`src/rtl/gps_pkg.sv`:
```
// gps_pkg: shared constants and types for the GPS correlator front end.
//   NCH_DEF / IN_W_DEF / ACC_W_DEF / CNT_W_DEF : default channel count and widths
//   chip_sign_e : code chip polarity (CHIP_ADD adds the sample, CHIP_SUB subtracts it)
//   out_state_e : result-register occupancy of the integrate-and-dump block
package gps_pkg;
    localparam int NCH_DEF   = 3;
    localparam int IN_W_DEF  = 2;
    localparam int ACC_W_DEF = 32;
    localparam int CNT_W_DEF = 16;

    typedef enum logic {
        CHIP_ADD = 1'b0,
        CHIP_SUB = 1'b1
    } chip_sign_e;

    typedef enum logic {
        ST_EMPTY = 1'b0,
        ST_FULL  = 1'b1
    } out_state_e;
endpackage

```
`src/rtl/integ_dump_ch.sv`:
```
// integ_dump_ch: one correlator channel -- accumulates +/-sample per code chip
// and transfers the running sum to its output register on a dump edge.
// Optional clamping with sticky saturation flag under INTEG_DUMP_SAT_EN;
// otherwise the accumulator wraps and sat is tied low.
//   clk, rst_n      : clock, async active-low reset
//   sample_valid    : sample qualifier
//   sample          : signed input sample
//   chip            : 0 add, 1 subtract
//   dump_edge       : end-of-epoch strobe (one cycle)
//   sum             : latched epoch sum
//   sat             : a clamp happened during the latched epoch
module integ_dump_ch
    import gps_pkg::*;
#(
    parameter int IN_W  = IN_W_DEF,
    parameter int ACC_W = ACC_W_DEF
) (
    input  logic                    clk,
    input  logic                    rst_n,
    input  logic                    sample_valid,
    input  logic signed [IN_W-1:0]  sample,
    input  logic                    chip,
    input  logic                    dump_edge,
    output logic signed [ACC_W-1:0] sum,
    output logic                    sat
);
    logic signed [ACC_W-1:0] acc;
    logic signed [ACC_W:0]   ext;
    logic signed [ACC_W:0]   contrib;
    logic signed [ACC_W:0]   raw;
    logic signed [ACC_W-1:0] nxt;

    always_comb begin
        ext     = {{(ACC_W+1-IN_W){sample[IN_W-1]}}, sample};
        contrib = '0;
        if (sample_valid)
            contrib = (chip_sign_e'(chip) == CHIP_SUB) ? -ext : ext;
        // One guard bit: acc plus a narrow sample always fits in ACC_W+1 bits.
        raw = {acc[ACC_W-1], acc} + contrib;
    end

`ifdef INTEG_DUMP_SAT_EN
    localparam logic signed [ACC_W-1:0] ACC_MAX = {1'b0, {(ACC_W-1){1'b1}}};
    localparam logic signed [ACC_W-1:0] ACC_MIN = {1'b1, {(ACC_W-1){1'b0}}};

    logic clamp;
    logic sticky;

    always_comb begin
        clamp = 1'b0;
        nxt   = raw[ACC_W-1:0];
        // Guard bit disagreeing with the sign bit means the sum left ACC_W range.
        if (raw[ACC_W] != raw[ACC_W-1]) begin
            clamp = 1'b1;
            nxt   = raw[ACC_W] ? ACC_MIN : ACC_MAX;
        end
    end

    always_ff @(posedge clk or negedge rst_n) begin
        if (!rst_n) begin
            acc    <= '0;
            sticky <= 1'b0;
            sum    <= '0;
            sat    <= 1'b0;
        end else if (dump_edge) begin
            sum    <= nxt;
            sat    <= sticky | clamp;
            acc    <= '0;
            sticky <= 1'b0;
        end else begin
            acc    <= nxt;
            sticky <= sticky | clamp;
        end
    end
`else
    logic unused_guard;
    assign unused_guard = raw[ACC_W];
    assign nxt          = raw[ACC_W-1:0];
    assign sat          = 1'b0;

    always_ff @(posedge clk or negedge rst_n) begin
        if (!rst_n) begin
            acc <= '0;
            sum <= '0;
        end else if (dump_edge) begin
            sum <= nxt;
            acc <= '0;
        end else begin
            acc <= nxt;
        end
    end
`endif
endmodule

```
`src/rtl/integ_dump.sv`:
```
// integ_dump: NCH-channel integrate-and-dump correlator with a valid/ready
// result register. A rising edge on dump closes the epoch (current sample
// included); the result appears one cycle later and is held until accepted.
// Overwriting an unaccepted result sets the sticky overrun flag.
// Optional accumulator clamping: define INTEG_DUMP_SAT_EN.
//   clk, rst_n          : clock, async active-low reset
//   sample_valid/sample : qualified signed sample, shared by all channels
//   chip[NCH]           : per-channel code chip (0 add, 1 subtract)
//   dump                : epoch flag, rising edge used
//   sum[NCH*ACC_W]      : epoch sums, channel k at [k*ACC_W +: ACC_W]
//   sum_cnt             : valid samples in the latched epoch
//   sat[NCH]            : per-channel saturation flags for the latched epoch
//   sum_valid/sum_ready : result handshake
//   overrun             : sticky, result overwritten before acceptance
module integ_dump
    import gps_pkg::*;
#(
    parameter int NCH   = NCH_DEF,
    parameter int IN_W  = IN_W_DEF,
    parameter int ACC_W = ACC_W_DEF,
    parameter int CNT_W = CNT_W_DEF
) (
    input  logic                   clk,
    input  logic                   rst_n,
    input  logic                   sample_valid,
    input  logic signed [IN_W-1:0] sample,
    input  logic [NCH-1:0]         chip,
    input  logic                   dump,
    output logic [NCH*ACC_W-1:0]   sum,
    output logic [CNT_W-1:0]       sum_cnt,
    output logic [NCH-1:0]         sat,
    output logic                   sum_valid,
    input  logic                   sum_ready,
    output logic                   overrun
);
    logic             dump_q;
    logic             dump_edge;
    logic [CNT_W-1:0] cnt;
    logic [CNT_W-1:0] cnt_inc;
    out_state_e       state_q, state_d;
    logic             overrun_d;

    assign dump_edge = dump & ~dump_q;

    // Saturating count; at all-ones it simply holds.
    assign cnt_inc = (sample_valid && (cnt != '1)) ? cnt + CNT_W'(1) : cnt;

    always_ff @(posedge clk or negedge rst_n) begin
        if (!rst_n) begin
            dump_q  <= 1'b0;
            cnt     <= '0;
            sum_cnt <= '0;
        end else begin
            dump_q <= dump;
            if (dump_edge) begin
                sum_cnt <= cnt_inc;
                cnt     <= '0;
            end else begin
                cnt <= cnt_inc;
            end
        end
    end

    for (genvar k = 0; k < NCH; k++) begin : g_ch
        integ_dump_ch #(
            .IN_W  (IN_W),
            .ACC_W (ACC_W)
        ) u_ch (
            .clk          (clk),
            .rst_n        (rst_n),
            .sample_valid (sample_valid),
            .sample       (sample),
            .chip         (chip[k]),
            .dump_edge    (dump_edge),
            .sum          (sum[k*ACC_W +: ACC_W]),
            .sat          (sat[k])
        );
    end

    always_ff @(posedge clk or negedge rst_n) begin
        if (!rst_n) begin
            state_q <= ST_EMPTY;
            overrun <= 1'b0;
        end else begin
            state_q <= state_d;
            overrun <= overrun_d;
        end
    end

    // A new result always wins; it only counts as an overrun when the
    // pending one is neither accepted this cycle nor already gone.
    always_comb begin
        state_d   = state_q;
        overrun_d = overrun;
        case (state_q)
            ST_EMPTY: begin
                if (dump_edge) state_d = ST_FULL;
            end
            ST_FULL: begin
                if (dump_edge) begin
                    state_d = ST_FULL;
                    if (!sum_ready) overrun_d = 1'b1;
                end else if (sum_ready) begin
                    state_d = ST_EMPTY;
                end
            end
            default: state_d = ST_EMPTY;
        endcase
    end

    assign sum_valid = (state_q == ST_FULL);
endmodule

```
`config.mk`:
```
export PLATFORM = sky130hd
export DESIGN_NAME = integ_dump
export DESIGN_NICKNAME = d
export VERILOG_FILES = /design/src/rtl/gps_pkg.sv /design/src/rtl/integ_dump_ch.sv /design/src/rtl/integ_dump.sv
export SDC_FILE = /design/constraint.sdc
export NUM_CORES = 1
export LEC_CHECK = 0
export CAP_MARGIN = 10
export CORE_MARGIN = 8
export CORE_UTILIZATION = 60
export CTS_BUF_LIST = sky130_fd_sc_hd__clkbuf_8
export DETAILED_ROUTE_END_ITERATION = 12
export PLACE_DENSITY_LB_ADDON = 0.15
export SKIP_CTS_REPAIR_TIMING = 1
export SYNTH_ARGS = -nofsm -noshare
export SYNTH_HDL_FRONTEND = slang
export SYNTH_SLANG_ARGS = --single-unit
```
`constraint.sdc`:
```
create_clock -name clk -period 3.55 [get_ports clk]
set_input_delay 0.71 -clock clk [delete_from_list [all_inputs] [get_ports clk]]
set_output_delay 0.71 -clock clk [all_outputs]
set_load 0.01 [all_outputs]
```
==> results.md, run 1 <==
* Vias in the first global route at 11,700
* Req. time, crit path at 3.95 ns
* Final Cell Area at 0.0175 mm²
* Pwr Density at 761 mW/mm²
* Starting Density at 0.607
* Mean area per synthesized cell at 9.37 µm²
* CP Buf/Inv Count at 2
* Via density at 5.56
* Worst setup SP type: input port
* Multi-input gate area at 0.00700 mm²
* Storage cell area at 0.00568 mm²
* Yosys warns at 0
* Top cell type by total area after synthesis: dfrtp_1
* Clk Tree Root Cell: clkbuf_8
* Net count, final at 1,862
* Post-synthesis cell area at 0.0126 mm²
* Num CTS Buffers at 39
* CP max stage delay at 0.49 ns
* Prevailing post-synth register cell: dfrtp_1
* Post-synthesis sequential area ratio at 0.449
* Cell breakdown of the critical path: clkdlybuf4s50_1, mux2i_4, buf_4, nor2b_4, ha_1, a21oi_1, o211ai_1, a211oi_1, o211ai_1, a21oi_1, nor2_1, a31oi_1, xnor2_1, o21ai_0
* R2r setup slk at 0.78 ns
* GPL Wtd Cong at 0.893
* First DRT Iteration DRCs at 631
* Fill count at 1,257
* Tot GR Track Use at 0.256
* Crit path max fanout at 11
* IO Pins at 127
* Crit-path slowest cell: clkdlybuf4s50_1
* Final core utilization at 0.838
* Final WL at 34,300 µm
* Std cell rows at 53
* Chip height at 161 µm
* Max-slew headroom at 0.585
* Clock-pin slew on the worst setup and hold paths at 0.05 ns
* Largest net degree at the start of global routing at 102
* Reg2reg path depth at 13
* Final worst slack at -0.0401 ns
* Number of synthesized flops with an enable pin at 0
* Synth top area share at 0.449
* Critical path arrival at 3.99 ns
* PortBufs at 123
* First-pass GRT wire length at 56,000 µm
* Minimum clock period at 3.59 ns
* DP HPWL at 24,000 µm
* Share of cells above drive strength 1 at 0.231
* Status: complete, but fails checks
* Top routing layer used: met5
* GR Overflow Total at 0
* First-pass DRT Iterations at 5
* Routed length on met3 at 1810 µm
* Type of the worst setup path: input port to flop
* Cell count after synthesis at 1,350
* Failing checks: negative setup slack
* Initial antenna violation count at 2
* Die area at 0.0260 mm²
* Final setup TNS at -0.0402 ns
* Worst R2R Start: g_ch[2].u_ch.acc[0]$_DFF_PN0_
* Wire length on met1 at 14,600 µm
* Kind of cell adding the most delay to the critical path: compound AO/OA/AOI/OAI gates
* CTS Sinks at 227
* Final worst clock skew at 0.0249 ns
* Peak Freq at 279 MHz
* Post-route DRC at 0
* Worst hold path type: input port to asynchronous set/reset pin
* Area contributors post-synth: dfrtp_1, ha_1, nand2_1
* Peak supply drop at 0.597 mV
* Synth unique cells at 68
* Max Slew Vio Count at 0
* Fin crit share at 1.01
* Clock Latency Late Sink at 0.55 ns
* Drt wl/cell at 16.7 µm
* Leakage at 8.56 nW
* Least-Margin Pin Slew at 0.623 ns
* Post-DP Area at 0.0163 mm²
* Async SR Flop Fraction at 1.00
* DIE WIDTH at 161 µm
* Post-DRT Antenna Nets at 0
* # setup viols final at 2
* R2R Path End: g_ch[2].u_ch.sum[30]$_DFFE_PN0P_
* Worst Setup End Kind: flop
* Htree depth at 2
* CTS tree: done
* Max Buffers Root-to-Sink at 3
* Routed vias at 11,400
* FF+latch count, synth at 227
* Area delta synth->final at 38.0%
* Max Cap Viol at 0
* Met2 WL post-DR at 16,900 µm
* Core area at 0.0208 mm²
* Final hold violations at 0
==> Yosys cell counts (17+ instances only) <==
master and instances:
clkbuf_1 47, nor2_1 141, xnor2_1 52, a21o_1 47, a21oi_1 91, ha_1 95, xor2_1 49, dfrtp_1 227
o21bai_1 17, inv_1 30, nor2b_1 21, nand3_1 18, nand2_1 175, o21ai_0 128
==> through the flow <==
step / std cells / total power [W] / hold slack (ns) / setup slack, ns
6_report: 2056 / 0.0133 / 0.154 / -0.0401
5_1_grt: 2056 / 0.0142 / 0.178 / -0.153
4_1_cts: 2040 / 0.0132 / 0.158 / -0.164
3_5_place_dp: 1973 / 0.0107 / 0.465 / -0.723
3_3_place_gp: 1973 / 0.0104 / 0.460 / -0.641
2_1_floorplan: 1352 / 0.00737 / 0.414 / 0.0117
==> cells by family (layout without fill, tap and decap cells) <==
| kind of cell | Yosys count | after routing | share of synthesized area |
|---|---|---|---|
| AND/OR/NAND/NOR | 449 | 451 | 0.161 |
| multiplexers | 4 | 4 | 0.00317 |
| other | 1 | 4 | 0.000297 |
| flip-flops | 227 | 227 | 0.449 |
| buffers and inverters | 82 | 508 | 0.0253 |
| AO/OA/AOI/OAI | 388 | 388 | 0.192 |
| adder cells (fa/ha/maj) | 98 | 98 | 0.0988 |
| XOR/XNOR | 101 | 101 | 0.0700 |
==> where the power goes <==
part,internal [W],switching [W]
sequential,0.00361,0.000541
combinational,0.00343,0.00326
clock,0.00136,0.00107
==> area by class of cell <==
class	count	area share
clock inverter	16	0.00566
tap	275	0.0197
inverter	30	0.00660
clock buffer	51	0.0402
antenna	1	0.000143
timing repair buffer	411	0.201
sequential	227	0.325
multi-input combinational	1045	0.401
==> state kept, by name, indices dropped and copies added (netlist names) <==
name,cells
sum_cnt,16
g_ch.u_ch.sum,96
g_ch.u_ch.acc,96
sum_valid,1
cnt,16
overrun,1
dump_q,1
==> layer usage <==
| layer | GRT usage | up-vias |
|---|---|---|
| met2 | 0.443 | 292 |
| met5 | 0 | - |
| met1 | 0.314 | 5501 |
| li1 | - | 5549 |
| met3 | 0.0550 | 91 |
| met4 | 0.0833 | 2 |
==> worst register-to-register path, stage by stage (launching register included) <==
cell	delay [ns]
dfrtp_1	0.33
ha_1	0.17
inv_1	0.06
fa_1	0.39
nand2b_1	0.19
a21oi_1	0.19
a211oi_2	0.08
o211ai_2	0.22
o22a_4	0.21
a211oi_1	0.08
buf_4	0.15
o31ai_2	0.26
xnor2_1	0.20
o21ai_0	0.12
==> cells in the final DEF (no fill, tap or decap), types with 18 or more instances in the layout <==
| master | n |
|---|---|
| clkbuf_8 | 51 |
| nor2_1 | 141 |
| inv_1 | 39 |
| xor2_1 | 48 |
| xnor2_1 | 52 |
| dfrtp_1 | 227 |
| a21o_1 | 47 |
| o21ai_0 | 126 |
| clkdlybuf4s50_1 | 119 |
| a21oi_1 | 88 |
| nand3_1 | 18 |
| buf_4 | 279 |
| ha_1 | 84 |
| nand2_1 | 175 |
==> worst max-delay path by stage <==
stage,start,to,slack (ns),depth (start not counted)
2_1_floorplan,sample[1],g_ch[0].u_ch.sum[29]$_DFFE_PN0P_,0.01,14
3_5_place_dp,sample[0],g_ch[1].u_ch.sum[26]$_DFFE_PN0P_,-0.72,14
6_report,chip[1],g_ch[1].u_ch.sum[29]$_DFFE_PN0P_,-0.04,14
3_3_place_gp,sample[1],g_ch[0].u_ch.sum[29]$_DFFE_PN0P_,-0.64,14
5_1_grt,chip[1],g_ch[1].u_ch.sum[29]$_DFFE_PN0P_,-0.15,14
4_1_cts,sample[0],g_ch[1].u_ch.sum[26]$_DFFE_PN0P_,-0.16,14
No activity file was read; power rests on OpenSTA's default activity.
==> run 2: changes to the inputs <==
--- a/config.mk
+++ b/config.mk
@@ -7,11 +7,10 @@
 export LEC_CHECK = 0
 export CAP_MARGIN = 10
 export CORE_MARGIN = 8
-export CORE_UTILIZATION = 60
+export CORE_UTILIZATION = 64
 export CTS_BUF_LIST = sky130_fd_sc_hd__clkbuf_8
 export DETAILED_ROUTE_END_ITERATION = 12
 export PLACE_DENSITY_LB_ADDON = 0.15
-export SKIP_CTS_REPAIR_TIMING = 1
 export SYNTH_ARGS = -nofsm -noshare
 export SYNTH_HDL_FRONTEND = slang
 export SYNTH_SLANG_ARGS = --single-unit
==> constraint.sdc (replaced) <==
create_clock -name clk -period 4.25 [get_ports clk]
set_input_delay 0.85 -clock clk [delete_from_list [all_inputs] [get_ports clk]]
set_output_delay 0.85 -clock clk [all_outputs]
set_load 0.01 [all_outputs]
==> results.md, run 2 (synthesis results as in run 1) <==
* Die area at 0.0245 mm²
* Starting Density at 0.652
* Type of the worst setup path: input port to flop
* Std cell rows at 51
* Max Cap Viol at 0
* Reg2reg path depth at 12
* Clk Tree Root Cell: clkbuf_8
* First DRT Iteration DRCs at 487
* Clock Latency Late Sink at 0.56 ns
* CTS tree: done
* Max Buffers Root-to-Sink at 3
* DIE WIDTH at 157 µm
* CP endpoint: g_ch[0].u_ch.sum[28]$_DFFE_PN0P_
* Net count, final at 1,710
* Largest net degree at the start of global routing at 114
* Final WL at 30,700 µm
* Worst slack, placed at -0.349 ns
* Area delta synth->final at 25.9%
* Crit-path slowest cell: a2111oi_2
* Setup Fix Bufs, Post-CTS at 0
* Final worst clock skew at 0.0169 ns
* Num CTS Buffers at 38
* Fin Hold WS at 0.327 ns
* Storage cell area at 0.00568 mm²
* Fin crit share at 0.947
* Htree depth at 2
* CP startpoint: sample[1]
* Worst Setup End Kind: flop
* Minimum clock period at 4.03 ns
* IO Pins at 127
* Tot GR Track Use at 0.256
* # hold bufs at CTS at 0
* Routed vias at 10,600
* First-pass DRT Iterations at 4
* Core area at 0.0194 mm²
* Clock-pin slew on the worst setup and hold paths at 0.07 ns
* Req. time, crit path at 4.66 ns
* Final hold violations at 0
* Leading cell type in the layout, fill and taps excluded: dfrtp_1
* Pwr Density at 651 mW/mm²
* Drt wl/cell at 16.2 µm
* R2r setup slk at 1.39 ns
* GR Overflow Total at 0
* Peak Freq at 248 MHz
* PortBufs at 123
* Top flop regs: g_ch.u_ch.acc: 96 flops, g_ch.u_ch.sum: 96 flops
* # diodes at 0
* Post-DRT Antenna Nets at 0
* CTS Sinks at 227
* CP max stage delay at 0.49 ns
* Max Slew Vio Count at 0
* Post-route DRC at 0
* Most frequent cells in the layout: dfrtp_1, nand2_1, nor2_1
* DP HPWL at 22,000 µm
* Peak supply drop at 0.443 mV
* Final worst slack at 0.224 ns
* Chip height at 157 µm
* Via density at 5.62
* Vias in the first global route at 11,000
* # setup viols final at 0
* Worst hold path type: input port to asynchronous set/reset pin
* Worst setup SP type: input port
* Max-slew headroom at 0.539
* Worst R2R Start: g_ch[1].u_ch.acc[0]$_DFF_PN0_
* Multi-input gate area at 0.00667 mm²
* GPL Wtd Cong at 0.913
* First-pass GRT wire length at 51,800 µm
* RSZ-0062 raised after global routing: no
* Fill count at 1,234
* R2R Path End: g_ch[1].u_ch.sum[30]$_DFFE_PN0P_
* Share of cells above drive strength 1 at 0.143
* Critical path arrival at 4.44 ns
* CTS resizes at 0
* Cell breakdown of the critical path: clkdlybuf4s50_1, inv_1, ha_1, mux2i_1, nor2b_2, ha_1, nor2b_1, o21a_1, o21ai_1, a2111oi_2, a2111oi_2, o21a_2, o21ai_1, xnor2_1, o21ai_0
* Initial antenna violation count at 0
* Crit path max fanout at 11
* Least-Margin Pin Slew at 0.691 ns
* Status: completed
* Leakage at 7.74 nW
[run 2: cell count changes in the layout (fill, tap and decap cells not counted), sizes merged]
| cell | delta |
|---|---|
| clkbuf | -5 |
| inv | +1 |
| clkdlybuf4s50 | +3 |
| buf | -149 |
| diode | -1 |
| nor2b | -2 |
| dlymetal6s2s | -3 |
| clkinv | +4 |
[run 2: worst max-delay path, delay by kind of cell]
family	cells	cell delay, ns
AOI/OAI and AO/OA	7	1.61
xor gates and xnor gates	1	0.19
adders and majority gates	2	0.56
buffers and inverters	2	0.54
muxes	1	0.09
and+or+nand+nor	2	0.60
[run 2: area by class of cell]
class	count	area share
clock buffers	46	0.0398
well taps	265	0.0208
inverters	30	0.00707
multi-input cells	1043	0.419
clock inverters	21	0.00864
repair buffers	262	0.148
flip-flops and latches	227	0.357
[run 2: worst min path at each step]
stage                                        to  slack [ns]
6_report        g_ch[2].u_ch.sum[0]$_DFFE_PN0P_        0.33
5_1_grt        g_ch[2].u_ch.sum[10]$_DFFE_PN0P_        0.38
4_1_cts          g_ch[2].u_ch.acc[10]$_DFF_PN0_        0.33
3_5_place_dp                overrun$_DFFE_PN0P_        0.46
3_3_place_gp   g_ch[0].u_ch.sum[23]$_DFFE_PN0P_        0.46
2_1_floorplan                 cnt[10]$_DFF_PN0_        0.51
[run 2: where the power goes]
group	total, W	internal [W]	switching, W
Sequential	0.00346	0.00302	0.000443
Clock	0.00197	0.00106	0.000912
Combinational	0.00494	0.00240	0.00253
[run 2: routing by layer]
metal | part of all wire | wire [µm] | GRT usage | up-vias
li1 | - | - | - | 5223
met1 | 0.44 | 13500 | 0.317 | 5110
met2 | 0.48 | 14800 | 0.434 | 228
met3 | 0.048 | 1470 | 0.0477 | 77
met4 | 0.031 | 942 | 0.102 | 0
met5 | 0 | 0 | 0 | -
[run 2: stage by stage]
stage / cell area (µm²) / utilization / TNS (ns) / cells / power, W
2_1_floorplan: 12700 / - / 0 / 1352 / 0.00609
3_3_place_gp: 15200 / 0.781 / -3.21 / 1827 / 0.00819
3_5_place_dp: 15200 / 0.781 / -6.47 / 1827 / 0.00838
4_1_cts: 15900 / 0.821 / 0 / 1894 / 0.0104
5_1_grt: 15900 / 0.821 / 0 / 1894 / 0.0111
6_report: 15900 / 0.821 / 0 / 1894 / 0.0104
==> run 3: changes to the inputs <==
--- a/config.mk
+++ b/config.mk
@@ -5,9 +5,10 @@
 export SDC_FILE = /design/constraint.sdc
 export NUM_CORES = 1
 export LEC_CHECK = 0
+export ABC_AREA = 1
 export CAP_MARGIN = 10
 export CORE_MARGIN = 8
-export CORE_UTILIZATION = 64
+export CORE_UTILIZATION = 65
 export CTS_BUF_LIST = sky130_fd_sc_hd__clkbuf_8
 export DETAILED_ROUTE_END_ITERATION = 12
 export PLACE_DENSITY_LB_ADDON = 0.15
==> results.md, run 3 <==
* Leading cell type in the layout, fill and taps excluded: nand2_1
* Clk Tree Root Cell: clkbuf_8
* Req. time, crit path at 4.65 ns
* Net count, final at 2,566
* Worst setup SP type: input port
* Fin crit share at 0.845
* GPL Wtd Cong at 0.974
* Final setup TNS at 0 ns
* Prevailing post-synth register cell: dfrtp_1
* Post-synthesis sequential area ratio at 0.369
* Area contributors post-synth: dfrtp_1, nand2_1, inv_1
* R2r setup slk at 1.96 ns
* Htree depth at 2
* Post-DRT Antenna Nets at 0
* Setup Fix Bufs, Post-CTS at 0
* Critical path arrival at 3.99 ns
* Max Buffers Root-to-Sink at 3
* Vias in the first global route at 14,300
* Final Cell Area at 0.0178 mm²
* PortBufs at 123
* CTS resizes at 0
* Die area at 0.0288 mm²
* Post-route DRC at 0
* Crit-path slowest cell: clkdlybuf4s50_1
* First DRT Iteration DRCs at 1,009
* DP HPWL at 30,200 µm
* FF+latch count, synth at 227
* Type of the worst setup path: input port to flop
* Max Slew Vio Count at 0
* Max Cap Viol at 0
* Post-synth top cells: nand2_1, inv_1, nor2_1
* Switch Pwr at 0.00470 W
* RSZ-0062 raised after global routing: no
* Chip height at 170 µm
* Cell count after synthesis at 2,323
* Mean area per synthesized cell at 6.62 µm²
* Count leader, synth: nand2_1
* CP startpoint: sample[1]
* Peak supply drop at 0.444 mV
* DIE WIDTH at 170 µm
* Synth unique cells at 33
* First-pass DRT Iterations at 5
* CTS tree: done
* Max-slew headroom at 0.470
* R2R Path End: g_ch[2].u_ch.acc[16]$_DFF_PN0_
* Final WL at 39,900 µm
* Initial antenna violation count at 0
* First-pass GRT wire length at 66,700 µm
* CP endpoint: g_ch[1].u_ch.acc[30]$_DFF_PN0_
* Clock Power Share at 0.180
* Std cell rows at 56
* Top cell type by total area after synthesis: dfrtp_1
* Drt wl/cell at 14.2 µm
* Sw Share at 0.423
* Largest net degree at the start of global routing at 164
* Async SR Flop Fraction at 1.00
* IO Pins at 127
* CP dominant cell by count: nand2_1
* Seq pwr share at 0.315
* Clock Latency Late Sink at 0.57 ns
* Power, Total at 0.0111 W
* Multi-input gate area at 0.00805 mm²
* Yosys warns at 0
* Share of power burned in combinational logic at 0.504
* Leakage at 10.3 nW
* Cell breakdown of the critical path: clkdlybuf4s50_1, inv_1, ha_1, o21ai_0, inv_1, buf_4, ha_1, nand2_1, nor2_1, nand2_1, nand3_1, nand2_1, nand2_1, nand2_1, nand2_1, nand2_1, nand2_1, nor2_1
* Most frequent cells in the layout: nand2_1, inv_1, nor2_1
* CTS Sinks at 227
* Final worst clock skew at 0.0213 ns
* Worst hold path type: input port to asynchronous set/reset pin
* Starting Density at 0.659
* Layout Cells excl Fill at 2,806
* Top flop regs: g_ch.u_ch.acc: 96 flops, g_ch.u_ch.sum: 96 flops
* GR Overflow Total at 0
* Fill count at 1,917
* Core area at 0.0233 mm²
* # diodes at 0
* Final hold violations at 0
* Pwr Density at 624 mW/mm²
* Crit path max fanout at 29
* Reg2reg path depth at 13
* Tot GR Track Use at 0.280
* Least-Margin Pin Slew at 0.795 ns
* Clock-pin slew on the worst setup and hold paths at 0.06 ns
* Status: completed
* Fin Hold WS at 0.351 ns
* Routed vias at 14,600
* CP max stage delay at 0.45 ns
* Peak Freq at 279 MHz
* Synth top area share at 0.369
* Placed cell count at 2,736
* Number of synthesized flops with an enable pin at 0
* Worst Setup End Kind: flop
* Post-DP Area at 0.0170 mm²
* Post-synthesis cell area at 0.0154 mm²
* Via density at 5.20
* Worst R2R Start: g_ch[2].u_ch.acc[0]$_DFF_PN0_
* Num CTS Buffers at 39
* Minimum clock period at 3.59 ns
* # hold bufs at CTS at 0
* Int Power at 0.00640 W
* Storage cell area at 0.00568 mm²
* Area delta synth->final at 15.5%
* Share of cells above drive strength 1 at 0.0426
* # setup viols final at 0
-- run 3: changes by cell type after synthesis, moves of 27 or more --
| cell | before | now |
|---|---|---|
| nand2_1 | 175 | 932 |
| inv_1 | 30 | 380 |
| nand3_1 | 18 | 122 |
| nor2_1 | 141 | 233 |
| o21ai_0 | 128 | 53 |
| a21o_1 | 47 | 3 |
| clkbuf_1 | 47 | 20 |
-- run 3: logic make-up (layout without fill, tap and decap cells) --
group	Yosys count	after routing	share of synthesized area
buffers and inverters	433	595	0.108
and+or+nand+nor	1348	1348	0.351
AOI/OAI and AO/OA	156	156	0.0565
DFF	227	227	0.369
xor gates and xnor gates	60	60	0.0342
other	1	3	0.000244
adders and majority gates	98	98	0.0812
-- run 3: worst min path at each step --
stage | slack, ns | startpoint | endpoint | cells after the start
floorplan | 0.51 | overrun$_DFFE_PN0P_ | overrun$_DFFE_PN0P_ | 1
global placement | 0.46 | overrun$_DFFE_PN0P_ | overrun$_DFFE_PN0P_ | 1
detailed placement | 0.46 | overrun$_DFFE_PN0P_ | overrun$_DFFE_PN0P_ | 1
CTS | 0.37 | rst_n | g_ch[0].u_ch.acc[11]$_DFF_PN0_ | 1
global route | 0.41 | rst_n | cnt[6]$_DFF_PN0_ | 1
finish | 0.35 | rst_n | cnt[6]$_DFF_PN0_ | 1
-- run 3: worst max-delay path, delay by kind of cell --
kind / cells / cell delay, ns
AOI/OAI and AO/OA: 1 / 0.41
adders and majority gates: 2 / 0.66
buffers and inverters: 4 / 0.87
and+or+nand+nor: 11 / 1.16
-- run 3: power by group through the flow --
stage,registers (W),logic [W],clock network [W]
2_1_floorplan,0.00363,0.00336,0
3_3_place_gp,0.00348,0.00538,0
3_5_place_dp,0.00351,0.00555,0
4_1_cts,0.00350,0.00559,0.00203
5_1_grt,0.00359,0.00627,0.00214
6_report,0.00350,0.00559,0.00200
-- run 3: cell type report --
class,count,area share
Clock buffer,51,0.0395
Timing Repair Buffer,134,0.0770
Multi-Input combinational cell,1665,0.453
Tap cell,319,0.0225
Sequential cell,227,0.320
Clock inverter,19,0.00521
Inverter,391,0.0829
-- run 3: per-layer routing --
| metal | part of all wire | wire length, µm | track usage |
|---|---|---|---|
| met5 | 0 | 0 | 0 |
| met4 | 0.030 | 1200 | 0.0950 |
| met3 | 0.058 | 2300 | 0.0436 |
| met2 | 0.48 | 19000 | 0.486 |
| met1 | 0.44 | 17400 | 0.351 |
-- run 3: metrics by stage --
step / setup WS (ns) / util
2_1_floorplan: 1.05 / -
3_3_place_gp: 0.249 / 0.727
3_5_place_dp: 0.145 / 0.727
4_1_cts: 0.724 / 0.762
5_1_grt: 0.441 / 0.762
6_report: 0.660 / 0.762
